<file path="src/rtl/pipe_ctrl_pkg.sv">
// Shared types and constants for the pipeline control sequencer.
package pipe_ctrl_pkg;

    // Sequencer state encoding
    typedef enum logic [1:0] {
        ST_RUN       = 2'd0,
        ST_JUMP_WAIT = 2'd1,
        ST_REDIRECT  = 2'd2
    } state_e;

    // Enable/flush bundle for PC, IF/ID and ID/EX
    typedef struct packed {
        logic pc_en;
        logic pc_redirect;
        logic if_id_en;
        logic if_id_flush;
        logic id_ex_en;
        logic id_ex_flush;
    } ctrl_t;

    // Reset bundle: nothing advances, both pipeline registers hold bubbles
    localparam ctrl_t CTRL_NOP = '{pc_en: 1'b0, pc_redirect: 1'b0, if_id_en: 1'b0,
                                   if_id_flush: 1'b1, id_ex_en: 1'b0, id_ex_flush: 1'b1};
    // Normal flow
    localparam ctrl_t CTRL_RUN = '{pc_en: 1'b1, pc_redirect: 1'b0, if_id_en: 1'b1,
                                   if_id_flush: 1'b0, id_ex_en: 1'b1, id_ex_flush: 1'b0};
    // Memory freeze: everything holds
    localparam ctrl_t CTRL_FREEZE = '{pc_en: 1'b0, pc_redirect: 1'b0, if_id_en: 1'b0,
                                      if_id_flush: 1'b0, id_ex_en: 1'b0, id_ex_flush: 1'b0};
    // Load-use bubble into ID/EX, PC and IF/ID hold
    localparam ctrl_t CTRL_LOAD = '{pc_en: 1'b0, pc_redirect: 1'b0, if_id_en: 1'b0,
                                    if_id_flush: 1'b0, id_ex_en: 1'b1, id_ex_flush: 1'b1};
    // Jump advancing / waiting: kill wrong-path fetch, PC holds
    localparam ctrl_t CTRL_JUMP = '{pc_en: 1'b0, pc_redirect: 1'b0, if_id_en: 1'b1,
                                    if_id_flush: 1'b1, id_ex_en: 1'b1, id_ex_flush: 1'b0};
    // Load EX target into PC
    localparam ctrl_t CTRL_REDIR = '{pc_en: 1'b1, pc_redirect: 1'b1, if_id_en: 1'b1,
                                     if_id_flush: 1'b1, id_ex_en: 1'b1, id_ex_flush: 1'b0};

endpackage

</file>
<file path="src/rtl/pipe_ctrl_if.sv">
// Hazard-unit / pipeline-control bundle between the sequencer and its surroundings.
interface pipe_ctrl_if #(
    parameter int unsigned CNT_W = 32
);
    logic             load_stall;
    logic             jump_stall;
    logic             mem_busy;
    logic             redirect_valid;
    logic             pc_en;
    logic             pc_redirect;
    logic             if_id_en;
    logic             if_id_flush;
    logic             id_ex_en;
    logic             id_ex_flush;
    logic             hazard_err;
    logic [CNT_W-1:0] perf_load_cnt;
    logic [CNT_W-1:0] perf_jump_cnt;
    logic [CNT_W-1:0] perf_frz_cnt;

    // Side that produces hazards and consumes controls
    modport master (
        output load_stall, jump_stall, mem_busy, redirect_valid,
        input  pc_en, pc_redirect, if_id_en, if_id_flush, id_ex_en, id_ex_flush,
        input  hazard_err, perf_load_cnt, perf_jump_cnt, perf_frz_cnt
    );

    // The sequencer itself
    modport slave (
        input  load_stall, jump_stall, mem_busy, redirect_valid,
        output pc_en, pc_redirect, if_id_en, if_id_flush, id_ex_en, id_ex_flush,
        output hazard_err, perf_load_cnt, perf_jump_cnt, perf_frz_cnt
    );
endinterface

</file>
<file path="src/rtl/pipe_ctrl_perf_counter.sv">
// Wrapping event counter, one increment per cycle with inc high.
module perf_counter #(
    parameter int unsigned CNT_W = 32
) (
    input  logic             clk,
    input  logic             rst,
    input  logic             inc,
    output logic [CNT_W-1:0] cnt
);
    logic [CNT_W-1:0] cnt_q;
    logic [CNT_W-1:0] cnt_d;

    // Next count
    always_comb begin
        cnt_d = cnt_q;
        if (inc) begin
            cnt_d = cnt_q + CNT_W'(1);
        end
    end

    // Count register
    always_ff @(posedge clk or negedge rst) begin
        if (!rst) begin
            cnt_q <= '0;
        end else begin
            cnt_q <= cnt_d;
        end
    end

    assign cnt = cnt_q;
endmodule

</file>
<file path="src/rtl/pipe_ctrl.sv">
// Pipeline control sequencer: stalls, jump wait with watchdog, redirect.
// Optional perf counters enabled by defining PIPE_CTRL_PERF_EN.
// rst is asynchronous and active-low. Controls are combinational so a
// stall takes effect in the same cycle the hazard is flagged.
module pipe_ctrl
    import pipe_ctrl_pkg::*;
#(
    parameter int unsigned MAX_WAIT = 8,
    parameter int unsigned WAIT_W   = 4,
    parameter int unsigned CNT_W    = 32
) (
    input  logic         clk,
    input  logic         rst,
    pipe_ctrl_if.slave   bus
);
    state_e              state_q, state_d;
    logic [WAIT_W-1:0]   wait_cnt_q, wait_cnt_d;
    logic                err_q, err_d;
    ctrl_t               ctrl;

    // Next state and control decode; mem_busy > load_stall > jump_stall
    always_comb begin
        state_d    = state_q;
        wait_cnt_d = wait_cnt_q;
        err_d      = err_q;
        ctrl       = CTRL_RUN;
        if (!rst) begin
            ctrl = CTRL_NOP;
        end else if (bus.mem_busy) begin
            ctrl = CTRL_FREEZE;
        end else begin
            unique case (state_q)
                ST_RUN: begin
                    if (bus.load_stall) begin
                        ctrl = CTRL_LOAD;
                    end else if (bus.jump_stall) begin
                        ctrl       = CTRL_JUMP;
                        wait_cnt_d = '0;
                        state_d    = ST_JUMP_WAIT;
                    end
                end
                ST_JUMP_WAIT: begin
                    ctrl       = CTRL_JUMP;
                    wait_cnt_d = wait_cnt_q + WAIT_W'(1);
                    if (bus.redirect_valid) begin
                        state_d = ST_REDIRECT;
                    end else if (wait_cnt_q == WAIT_W'(MAX_WAIT - 1)) begin
                        err_d   = 1'b1;
                        state_d = ST_RUN;
                    end
                end
                ST_REDIRECT: begin
                    ctrl    = CTRL_REDIR;
                    state_d = ST_RUN;
                end
                default: begin
                    ctrl    = CTRL_NOP;
                    state_d = ST_RUN;
                end
            endcase
        end
    end

    // State, wait counter and sticky watchdog flag
    always_ff @(posedge clk or negedge rst) begin
        if (!rst) begin
            state_q    <= ST_RUN;
            wait_cnt_q <= '0;
            err_q      <= 1'b0;
        end else begin
            state_q    <= state_d;
            wait_cnt_q <= wait_cnt_d;
            err_q      <= err_d;
        end
    end

    assign bus.pc_en       = ctrl.pc_en;
    assign bus.pc_redirect = ctrl.pc_redirect;
    assign bus.if_id_en    = ctrl.if_id_en;
    assign bus.if_id_flush = ctrl.if_id_flush;
    assign bus.id_ex_en    = ctrl.id_ex_en;
    assign bus.id_ex_flush = ctrl.id_ex_flush;
    assign bus.hazard_err  = err_q;

`ifdef PIPE_CTRL_PERF_EN
    logic inc_load, inc_jump, inc_frz;

    // Event strobes matching the decode priority above
    assign inc_frz  = bus.mem_busy;
    assign inc_load = !bus.mem_busy && (state_q == ST_RUN) && bus.load_stall;
    assign inc_jump = !bus.mem_busy && (state_q == ST_JUMP_WAIT);

    perf_counter #(.CNT_W(CNT_W)) u_load_cnt (
        .clk (clk), .rst (rst), .inc (inc_load), .cnt (bus.perf_load_cnt)
    );
    perf_counter #(.CNT_W(CNT_W)) u_jump_cnt (
        .clk (clk), .rst (rst), .inc (inc_jump), .cnt (bus.perf_jump_cnt)
    );
    perf_counter #(.CNT_W(CNT_W)) u_frz_cnt (
        .clk (clk), .rst (rst), .inc (inc_frz), .cnt (bus.perf_frz_cnt)
    );
`else
    assign bus.perf_load_cnt = CNT_W'(0);
    assign bus.perf_jump_cnt = CNT_W'(0);
    assign bus.perf_frz_cnt  = CNT_W'(0);
`endif
endmodule

</file>
<file path="src/flat_wrapper.sv">
// flat-port wrapper written by rule: the top's interface ports become plain ports
module pipe_ctrl_flat import pipe_ctrl_pkg::*;
#(
    parameter int unsigned MAX_WAIT = 8,
    parameter int unsigned WAIT_W   = 4,
    parameter int unsigned CNT_W    = 32
)
  (clk, rst, bus_load_stall, bus_jump_stall, bus_mem_busy, bus_redirect_valid, bus_pc_en, bus_pc_redirect, bus_if_id_en, bus_if_id_flush, bus_id_ex_en, bus_id_ex_flush, bus_hazard_err, bus_perf_load_cnt, bus_perf_jump_cnt, bus_perf_frz_cnt);
  pipe_ctrl_if #(.CNT_W(CNT_W)) bus_i ();
  input  logic clk;
  input  logic rst;
  input wire logic [$bits(bus_i.load_stall)-1:0] bus_load_stall;
  input wire logic [$bits(bus_i.jump_stall)-1:0] bus_jump_stall;
  input wire logic [$bits(bus_i.mem_busy)-1:0] bus_mem_busy;
  input wire logic [$bits(bus_i.redirect_valid)-1:0] bus_redirect_valid;
  output wire logic [$bits(bus_i.pc_en)-1:0] bus_pc_en;
  output wire logic [$bits(bus_i.pc_redirect)-1:0] bus_pc_redirect;
  output wire logic [$bits(bus_i.if_id_en)-1:0] bus_if_id_en;
  output wire logic [$bits(bus_i.if_id_flush)-1:0] bus_if_id_flush;
  output wire logic [$bits(bus_i.id_ex_en)-1:0] bus_id_ex_en;
  output wire logic [$bits(bus_i.id_ex_flush)-1:0] bus_id_ex_flush;
  output wire logic [$bits(bus_i.hazard_err)-1:0] bus_hazard_err;
  output wire logic [$bits(bus_i.perf_load_cnt)-1:0] bus_perf_load_cnt;
  output wire logic [$bits(bus_i.perf_jump_cnt)-1:0] bus_perf_jump_cnt;
  output wire logic [$bits(bus_i.perf_frz_cnt)-1:0] bus_perf_frz_cnt;
  assign bus_i.load_stall = bus_load_stall;
  assign bus_i.jump_stall = bus_jump_stall;
  assign bus_i.mem_busy = bus_mem_busy;
  assign bus_i.redirect_valid = bus_redirect_valid;
  assign bus_pc_en = bus_i.pc_en;
  assign bus_pc_redirect = bus_i.pc_redirect;
  assign bus_if_id_en = bus_i.if_id_en;
  assign bus_if_id_flush = bus_i.if_id_flush;
  assign bus_id_ex_en = bus_i.id_ex_en;
  assign bus_id_ex_flush = bus_i.id_ex_flush;
  assign bus_hazard_err = bus_i.hazard_err;
  assign bus_perf_load_cnt = bus_i.perf_load_cnt;
  assign bus_perf_jump_cnt = bus_i.perf_jump_cnt;
  assign bus_perf_frz_cnt = bus_i.perf_frz_cnt;
  pipe_ctrl #(.MAX_WAIT(MAX_WAIT), .WAIT_W(WAIT_W), .CNT_W(CNT_W)) u_core (.clk(clk), .rst(rst), .bus(bus_i));
endmodule
</file>
<file path="config.mk">
export PLATFORM = sky130hd
export DESIGN_NAME = pipe_ctrl_flat
export DESIGN_NICKNAME = d
export VERILOG_FILES = /design/src/rtl/pipe_ctrl_pkg.sv /design/src/rtl/pipe_ctrl_if.sv /design/src/rtl/pipe_ctrl_perf_counter.sv /design/src/rtl/pipe_ctrl.sv /design/src/flat_wrapper.sv
export SDC_FILE = /design/constraint.sdc
export NUM_CORES = 1
export LEC_CHECK = 0
export BUFFER_PORTS_ARGS = -buffer_cell sky130_fd_sc_hd__buf_2
export CORE_MARGIN = 2
export CORE_UTILIZATION = 39
export DETAILED_ROUTE_END_ITERATION = 10
export GPL_ROUTABILITY_DRIVEN = 1
export HOLD_SLACK_MARGIN = 0.08
export PLACE_DENSITY = 0.82
export RECOVER_POWER = 25
export SLEW_MARGIN = 15
export SYNTH_ARGS = -nofsm -noshare
export SYNTH_HDL_FRONTEND = slang
export SYNTH_SLANG_ARGS = --single-unit
</file>
<file path="constraint.sdc">
create_clock -name clk -period 2.2 [get_ports clk]
set_clock_uncertainty 0.15 [all_clocks]
set_input_delay 0.22 -clock clk [delete_from_list [all_inputs] [get_ports clk]]
set_output_delay 0.22 -clock clk [all_outputs]
set_load 0.005 [all_outputs]
</file>
==> flow_summary_export.csv, run 1 <==
group,metric,value,unit
routing,post_drt_wl_per_cell,7.69,um
sta,drv_slew,0,
sta,max_clock_freq,501,MHz
yosys,yosys.area.top_type_share,0.563,
sta,post_route_clock_period_utilization,0.907,
clock_network,cts_tree,"yes",
clock_network,cts.htree.levels,1,
yosys,postSynthCellCount,164,
yosys,synthFlopType,"dfrtp_1",
yosys,synth-async-reset-ratio,1.00,
sta,grt_setup_unrepaired,"no",
routing,drtIter0Drc,17,
global_routing,globalRoute.totalOverflow,0,
yosys,synthTopCellsByCount,"96 x buf_4, 8 x nor2_1, 8 x o21ai_0",
layout,post_route_cells_drive_above_1_share,0.101,
routing,drtAntennaViolNets,0,
worst_setup_path,critical_path.endpoint_type,"output port",
power,power.density,757,nW/um^2
power,power.ir.vdd_worst,0.000168,V
yosys,synth_top_cells_by_area,"buf_4 56%, dfrtp_1 14%, ha_1 5.9%",
floorplan,initial_utilization,0.416,
clock_network,post_cts.resized_instances,0,
worst_setup_path,startpoint,"u_core.state_q[1]$_DFFE_PN0P_",
worst_hold_path,worstHoldPathCells,3,
floorplan,rows,20,
worst_setup_path,worst-path-max-fanout,7,
layout,n_fill_cell,327,
worst_hold_path,min-delay-path-class,"in -> reg",
layout,final_area,1050,sq um
floorplan,dieHeight,61.3,um
worst_setup_path,timing.critical_path.required,1.83,ns
yosys,ys_warn_count,0,
clock_network,worst_setup_hold_path_clk_slew,0.05,ns
yosys,yosysMostFrequentCell,"buf_4",
yosys,synth-seq-cells,7,
clock_network,tritoncts_num_sinks,7,
layout,multiInputGateArea,704,sq um
placement,post-dp-hpwl,1410,um
routing,firstDrtPassIters,4,
floorplan,core-area,3080,sq um
yosys,synthDistinctLibCells,32,
routing,detail_route.wirelength,1710,um
global_routing,grt_pass1_wl,2170,um
global_routing,grt_start_max_net_pins,13,
outcome,outcome,"complete, no violations",
worst_setup_path,worst_setup_path_start_kind,"flop",
sta,fin_tns_setup,0,ns
layout,finalNetCount,191,
worst_setup_path,worstPathArrival,1.63,ns
placement,dpl-instance-area,1020,sq um
layout,synthToLayoutAreaGrowth,-17.8,%
clock_network,clk_latency,0.25,ns
global_routing,number_of_antenna_violations_at_the_first_check_in_global_routing,0,
global_routing,grt_util_all_layers,0.0818,
sta,report.final.hold_viol_count,0,
floorplan,dieWidth,61.3,um
worst_setup_path,r2r_start,"u_core.state_q[1]$_DFFE_PN0P_",
floorplan,die_area,3760,sq um
yosys,synth.largest_area_cell,"buf_4",
yosys,ys_seq_area_frac,0.137,
routing,routed-via-count,784,
global_routing,grt_pass1_vias,509,
layout,regArea,175,sq um
floorplan,io-pin-count,109,
sta,setup-violations-final,0,
yosys,postSynthAreaPerCell,7.81,sq um
flow_run,maxCapViolCount,0,
clock_network,clk_path_buf_depth,2,
clock_network,numCtsBuffers,3,
clock_network,cts_root_buffer,"clkbuf_4",
worst_setup_path,rr_worst_depth,5,
placement,gp_routability_congestion,0.713,
worst_hold_path,timing.hold.worst.start,"bus_redirect_valid",
sta,min_period,2.00,ns
yosys,summed_instance_area_of_the_synthesized_netlist,1280,sq um
routing,drc_markers,0,
worst_setup_path,worstSetupPathType,"reg -> out",
routing,post_drt_via_cell_ratio,3.53,
power,p_leak,0.628,nW
placement,port-buffer-count,12,
yosys,count_of_flip_flops_with_a_built_in_enable_after_synthesis,0,
layout,antenna_cells_inserted,0,
==> worst paths after layout <==
kind                                                          end  slack, ns
worst max-delay path                              bus_if_id_flush       0.20
worst min-delay path                u_core.state_q[1]$_DFFE_PN0P_       0.10
worst max register to register      u_core.state_q[0]$_DFFE_PN0P_       0.29
worst min register to register  u_core.bus.hazard_err$_DFFE_PN0P_       0.32
max in group asynchronous        u_core.wait_cnt_q[1]$_DFFE_PN0P_       1.47
min in group asynchronous        u_core.wait_cnt_q[3]$_DFFE_PN0P_       0.23
==> state kept, by name, indices dropped and copies added, names as in the netlist <==
register               count
u_core.wait_cnt_q          4
u_core.state_q             2
u_core.bus.hazard_err      1
==> routing by layer <==
layer	up-vias	track usage	part of all wire
li1	365	-	-
met1	352	0.0880	0.36
met2	65	0.131	0.46
met3	2	0.0462	0.17
met4	0	0.0373	0.0047
met5	-	0	0
==> cells by family after synthesis <==
kind of cell	after synthesis	share of synthesized area
flip-flops	7	0.137
other	1	0.00293
AND/OR/NAND/NOR	23	0.0899
buffers and inverters	104	0.592
adder cells (fa/ha/maj)	6	0.0586
multiplexers	1	0.00879
AO/OA/AOI/OAI	22	0.111
==> power breakdown <==
part / switching, W / total [W] / internal (W) / leakage, nW
Sequential: 0.0000622 / 0.000241 / 0.000179 / 0.0846
Clock: 0.0000487 / 0.000118 / 0.0000693 / 0.0150
Combinational: 0.000271 / 0.000438 / 0.000166 / 0.529
Total: 0.000382 / 0.000797 / 0.000415 / 0.628
==> what timing repair did <==
action                    4_1_cts  5_1_grt
hold buffers                    1        0
buffers inserted                0        0
hold endpoints to repair        7        0
==> through the flow <==
stage                     hold WS (ns)  std cells  utilization  setup slack, ns  power (W)
after floorplan                 -0.226        259            -            0.432   0.000689
after global placement         -0.0599        217        0.330            0.358   0.000652
after detailed placement       -0.0540        217        0.330            0.307   0.000671
after CTS                        0.102        222        0.342            0.191   0.000793
after global routing             0.108        222        0.342           0.0960   0.000881
final                            0.104        222        0.342            0.205   0.000797
==> critical path, stage by stage, from the launching register on <==
cell	delay, ns
dfrtp_1	0.43
inv_1	0.10
ha_1	0.27
a311oi_1	0.33
o21ai_0	0.10
buf_2	0.14
==> cell type report <==
cell class | instances | share of cell area
inverter | 6 | 0.0214
tap | 44 | 0.0523
multi-input combinational | 148 | 0.669
sequential | 7 | 0.166
timing repair buffer | 13 | 0.0665
clock buffer | 4 | 0.0249
==> cells in the final DEF, fill, tap and decap left out, types with 3 or more instances in the layout <==
| cell type | n |
|---|---|
| o21ai_0 | 8 |
| a21oi_1 | 3 |
| inv_1 | 6 |
| nand2_1 | 6 |
| dfrtp_1 | 7 |
| clkbuf_4 | 3 |
| nor2_1 | 8 |
| buf_2 | 12 |
| ha_1 | 6 |
| conb_1 | 96 |
Power figures use the tool's default switching activity.
==> run 2, diff against run 1 <==
Settings changed: SETUP_SLACK_MARGIN set to 0.3.
==> flow_summary_export.csv, run 2 (synthesized netlist as in run 1, its figures left out) <==
group,metric,value,unit
sta,setup-violations-final,0,
global_routing,number_of_antenna_violations_at_the_first_check_in_global_routing,0,
placement,port-buffer-count,12,
worst_setup_path,worstSetupPathType,"reg -> reg",
global_routing,grt_pass1_wl,2260,um
routing,post_drt_wl_per_cell,7.75,um
layout,multiInputGateArea,728,sq um
routing,drtIter0Drc,9,
clock_network,clk_path_buf_depth,2,
layout,synthToLayoutAreaGrowth,-14.8,%
routing,detail_route.wirelength,1740,um
power,power.ir.vdd_worst,0.000230,V
power,power.share.switching,0.462,
global_routing,globalRoute.totalOverflow,0,
power,netSwitchingPower,0.000406,W
layout,fin_cells,224,
sta,fin_tns_setup,0,ns
worst_setup_path,worst_setup_path_start_kind,"flop",
placement,gp_routability_congestion,0.713,
clock_network,cts.htree.levels,1,
sta,drv_slew,0,
clock_network,numCtsBuffers,3,
routing,drtAntennaViolNets,0,
power,power.density,806,nW/um^2
sta,max_clock_freq,553,MHz
worst_setup_path,worst-path-max-fanout,12,
routing,post_drt_via_cell_ratio,3.54,
power,p_leak,0.634,nW
clock_network,cts_root_buffer,"clkbuf_4",
layout,final_cell_mix,"96 x conb_1, 11 x buf_2, 8 x nor2_1, 8 x o21ai_0, 7 x dfrtp_1",
worst_setup_path,critical_path.endpoint_type,"flop",
layout,antenna_cells_inserted,0,
clock_network,worst_setup_hold_path_clk_slew,0.05,ns
power,clkPwrFrac,0.134,
global_routing,grt_util_all_layers,0.0840,
clock_network,cts_tree,"yes",
floorplan,dieHeight,61.3,um
sta,min_period,1.81,ns
routing,drc_markers,0,
sta,grt_setup_unrepaired,"no",
floorplan,core-area,3080,sq um
outcome,outcome,"complete, no violations",
sta,report.final.hold_viol_count,0,
worst_setup_path,worstPathArrival,1.78,ns
layout,final_area,1090,sq um
floorplan,initial_utilization,0.416,
worst_setup_path,timing.critical_path.required,2.18,ns
placement,placedCellCount,217,
floorplan,die_area,3760,sq um
layout,regArea,175,sq um
layout,post_route_cells_drive_above_1_share,0.133,
power,p_comb_frac,0.607,
global_routing,grt_start_max_net_pins,13,
floorplan,dieWidth,61.3,um
layout,n_fill_cell,325,
layout,largest_reg_flops,4,
routing,routed-via-count,794,
floorplan,io-pin-count,109,
routing,firstDrtPassIters,4,
floorplan,rows,20,
layout,largest-register,"u_core.wait_cnt_q",
layout,layout_commonest_cell,"conb_1",
worst_hold_path,min-delay-path-class,"in -> reg",
placement,post-dp-hpwl,1410,um
layout,finalNetCount,193,
global_routing,grt_pass1_vias,541,
clock_network,tritoncts_num_sinks,7,
placement,dpl-instance-area,1020,sq um
power,power_frac_seq,0.259,
power,p_int,0.000474,W
sta,post_route_clock_period_utilization,0.821,
clock_network,clk_latency,0.25,ns
flow_run,maxCapViolCount,0,
power,design_power_total,0.000880,W
-- run 2: worst paths after layout --
path,start,end,slack (ns),depth (start not counted)
max,u_core.state_q[0]$_DFFE_PN0P_,u_core.state_q[0]$_DFFE_PN0P_,0.39,5
min,bus_redirect_valid,u_core.state_q[1]$_DFFE_PN0P_,0.11,3
max reg2reg,u_core.state_q[0]$_DFFE_PN0P_,u_core.state_q[0]$_DFFE_PN0P_,0.39,5
min reg2reg,u_core.bus.hazard_err$_DFFE_PN0P_,u_core.bus.hazard_err$_DFFE_PN0P_,0.33,1
max in group asynchronous,rst,u_core.state_q[0]$_DFFE_PN0P_,1.24,2
min in group asynchronous,rst,u_core.bus.hazard_err$_DFFE_PN0P_,0.40,2
-- run 2: power by group through the flow --
stage,logic [W],clock network (W),registers (W)
after global routing,0.000606,0.000131,0.000236
after CTS,0.000492,0.000123,0.000225
after floorplan,0.000463,0,0.000226
after global placement,0.000417,0,0.000235
after detailed placement,0.000429,0,0.000242
final,0.000534,0.000118,0.000228
-- run 2: stage by stage --
stage / util / worst slack, ns / hold slack, ns
final: 0.354 / 0.393 / 0.109
after global routing: 0.354 / 0.314 / 0.111
after CTS: 0.350 / 0.324 / 0.102
after detailed placement: 0.330 / 0.307 / -0.0540
after global placement: 0.330 / 0.358 / -0.0599
after floorplan: - / 0.432 / -0.226
-- run 2: critical path: stages, from the launching register on --
cell and delay [ns]:
dfrtp_1 0.39, buf_4 0.15, ha_1 0.34, o21a_1 0.20, a21oi_2 0.14, mux2_1 0.33
-- run 2: final cells by class --
cell class | instances | share of cell area
clock buffers | 4 | 0.0241
repair buffers | 15 | 0.0768
flip-flops and latches | 7 | 0.161
well taps | 44 | 0.0505
multi-input cells | 148 | 0.667
inverters | 6 | 0.0206
-- run 2: metal layers --
| layer | GRT usage | wire [um] |
|---|---|---|
| met1 | 0.0906 | 628 |
| met2 | 0.135 | 801 |
| met3 | 0.0462 | 297 |
| met4 | 0.0373 | 8 |
| met5 | 0 | 0 |
-- run 2: what timing repair did --
action / in CTS / in global routing
hold buffers: 1 / 0
cloned: 0 / 0
hold endpoints to repair: 7 / 0
gates resized for setup: 2 / 3
setup endpoints to repair: 2 / 1
buffers inserted: 2 / 0
==> run 3, diff against run 2 <==
Settings changed: CORE_UTILIZATION 39 to 35, PLACE_DENSITY 0.82 to 0.77.
Clock period 2.2 ns to 1.5 ns, I/O delays scaled along.
==> flow_summary_export.csv, run 3 (synthesized netlist as in run 1, its figures left out) <==
group,metric,value,unit
global_routing,grt_pass1_vias,611,
floorplan,dieHeight,64.5,um
sta,final.hold.worst_slack,0.162,ns
worst_setup_path,cpMostUsedCell,"buf_6",
layout,layout_commonest_cell,"conb_1",
power,p_leak,0.765,nW
global_routing,grt_pass1_wl,2840,um
sta,grt_setup_unrepaired,"yes",
global_routing,number_of_antenna_violations_at_the_first_check_in_global_routing,0,
routing,drtIter0Drc,26,
routing,detail_route.wirelength,2450,um
outcome,outcome,"complete, but fails checks",
power,power.ir.vdd_worst,0.000406,V
sta,min_period,1.77,ns
sta,report.final.hold_viol_count,0,
layout,synthToLayoutAreaGrowth,8.11,%
clock_network,cts_tree,"yes",
worst_setup_path,timing.critical_path.buf_inv,4,
sta,drv_slew,0,
worst_setup_path,timing.critical_path.required,1.50,ns
floorplan,rows,21,
outcome,failed_checks,"setup timing",
global_routing,globalRoute.totalOverflow,0,
clock_network,numCtsBuffers,3,
layout,utilization,0.405,
clock_network,tritoncts_num_sinks,7,
layout,n_fill_cell,349,
sta,post_route_clock_period_utilization,1.18,
global_routing,grt_util_all_layers,0.0897,
layout,multiInputGateArea,818,sq um
layout,antenna_cells_inserted,0,
clock_network,clk_latency,0.27,ns
worst_setup_path,critical_path.endpoint_type,"flop",
routing,routed-via-count,909,
layout,largest_reg_flops,4,
worst_setup_path,critical-path-max-stage-delay,0.37,ns
sta,setup-violations-final,12,
routing,post_drt_via_cell_ratio,3.67,
placement,port-buffer-count,12,
global_routing,grt_start_max_net_pins,12,
worst_setup_path,worstPathCellList,"inv_2 > ha_4 > buf_6 > buf_4 > buf_6 > a21o_4 > a211oi_2 > o21ai_1",
layout,regArea,175,sq um
clock_network,worst_setup_hold_path_clk_slew,0.07,ns
worst_setup_path,worst-path-max-fanout,5,
routing,firstDrtPassIters,4,
layout,post_route_cells_drive_above_1_share,0.302,
clock_network,cts_root_buffer,"clkbuf_4",
sta,post-route-worst-setup-slack,-0.272,ns
worst_hold_path,min-delay-path-class,"in -> reg",
clock_network,clk_path_buf_depth,2,
floorplan,io-pin-count,109,
routing,drtAntennaViolNets,0,
layout,finalNetCount,215,
worst_setup_path,critical-path-top-delay-family,"compound AO/OA/AOI/OAI gates",
placement,gp_routability_congestion,0.773,
floorplan,die_area,4160,sq um
clock_network,cts.htree.levels,1,
worst_setup_path,worstSetupPathType,"reg -> reg",
floorplan,dieWidth,64.5,um
floorplan,initial_utilization,0.375,
sta,max_clock_freq,564,MHz
routing,drc_markers,0,
placement,post-dp-hpwl,1500,um
power,power.density,1470,nW/um^2
layout,final_cell_mix,"96 x conb_1, 14 x buf_4, 11 x buf_2",
layout,largest-register,"u_core.wait_cnt_q",
worst_setup_path,worst_setup_path_start_kind,"flop",
worst_setup_path,timing.critical_path.slowest_stage_cell,"dfrtp_1",
routing,post_drt_wl_per_cell,9.88,um
worst_setup_path,worstPathArrival,1.77,ns
floorplan,core-area,3420,sq um
flow_run,maxCapViolCount,0,
[run 3: changes by cell type in the layout (fill, tap and decap cells not counted), moves of 2 or more]
cell | previous run | this run
buf_4 | 2 | 14
o21ai_0 | 8 | 0
buf_6 | 0 | 9
ha_1 | 3 | 1
o21ai_2 | 0 | 5
o21ai_1 | 1 | 4
ha_4 | 1 | 3
[run 3: layout make-up]
cell class / count / area share
flip-flops and latches: 7 / 0.126
well taps: 46 / 0.0416
inverters: 6 / 0.0163
clock buffers: 4 / 0.0190
multi-input cells: 148 / 0.591
repair buffers: 37 / 0.206
[run 3: worst min-delay path, delay by kind of cell]
family | cells | cell delay, ns
AOI/OAI and AO/OA | 1 | 0.16
buffers and inverters | 1 | 0.12
and+or+nand+nor | 1 | 0.11
[run 3: power breakdown]
| group | internal (W) | leakage (nW) | total (W) | switching (W) |
|---|---|---|---|---|
| Clock | 0.000103 | 0.0150 | 0.000196 | 0.0000928 |
| Sequential | 0.000262 | 0.0846 | 0.000310 | 0.0000478 |
| Combinational | 0.000769 | 0.665 | 0.00152 | 0.000756 |
| Total | 0.00113 | 0.765 | 0.00203 | 0.000897 |
[run 3: per-stage QoR]
step                power [W]  setup slack, ns  instances  instance area [sq um]  TNS, ns
floorplan             0.00106           -0.212        259                   1650   -0.218
finish                0.00203           -0.272        248                   1390    -2.10
detailed placement    0.00123           -0.173        236                   1150   -0.369
CTS                   0.00166           -0.216        243                   1280    -1.46
global route          0.00217           -0.337        248                   1390    -2.82
global placement      0.00121           -0.139        236                   1150   -0.288
[run 3: final timing paths]
path,slack (ns),cells past startpoint,end,startpoint
setup / recovery,-0.27,8,u_core.wait_cnt_q[3]$_DFFE_PN0P_,u_core.state_q[1]$_DFFE_PN0P_
hold / removal,0.16,3,u_core.bus.hazard_err$_DFFE_PN0P_,bus_redirect_valid
setup reg to reg,-0.27,8,u_core.wait_cnt_q[3]$_DFFE_PN0P_,u_core.state_q[1]$_DFFE_PN0P_
hold reg to reg,0.33,1,u_core.bus.hazard_err$_DFFE_PN0P_,u_core.bus.hazard_err$_DFFE_PN0P_
max in group asynchronous,0.55,3,u_core.wait_cnt_q[0]$_DFFE_PN0P_,rst
min in group asynchronous,0.37,3,u_core.state_q[0]$_DFFE_PN0P_,rst
[run 3: timing repair]
item | 4_1_cts | 5_1_grt
hold endpoints to repair | 8 | 0
setup endpoints to repair | 13 | 13
cloned | 0 | 0
pin swaps | 9 | 10
gates resized for setup | 20 | 16
buffers inserted | 1 | 5
hold buffers | 2 | 0
[run 3: layer usage]
layer | vias up | GRT usage | wire (um)
li1 | 413 | - | -
met1 | 423 | 0.0980 | 795
met2 | 66 | 0.152 | 1360
met3 | 7 | 0.0243 | 240
met4 | 0 | 0.0585 | 56
met5 | - | 0 | 0
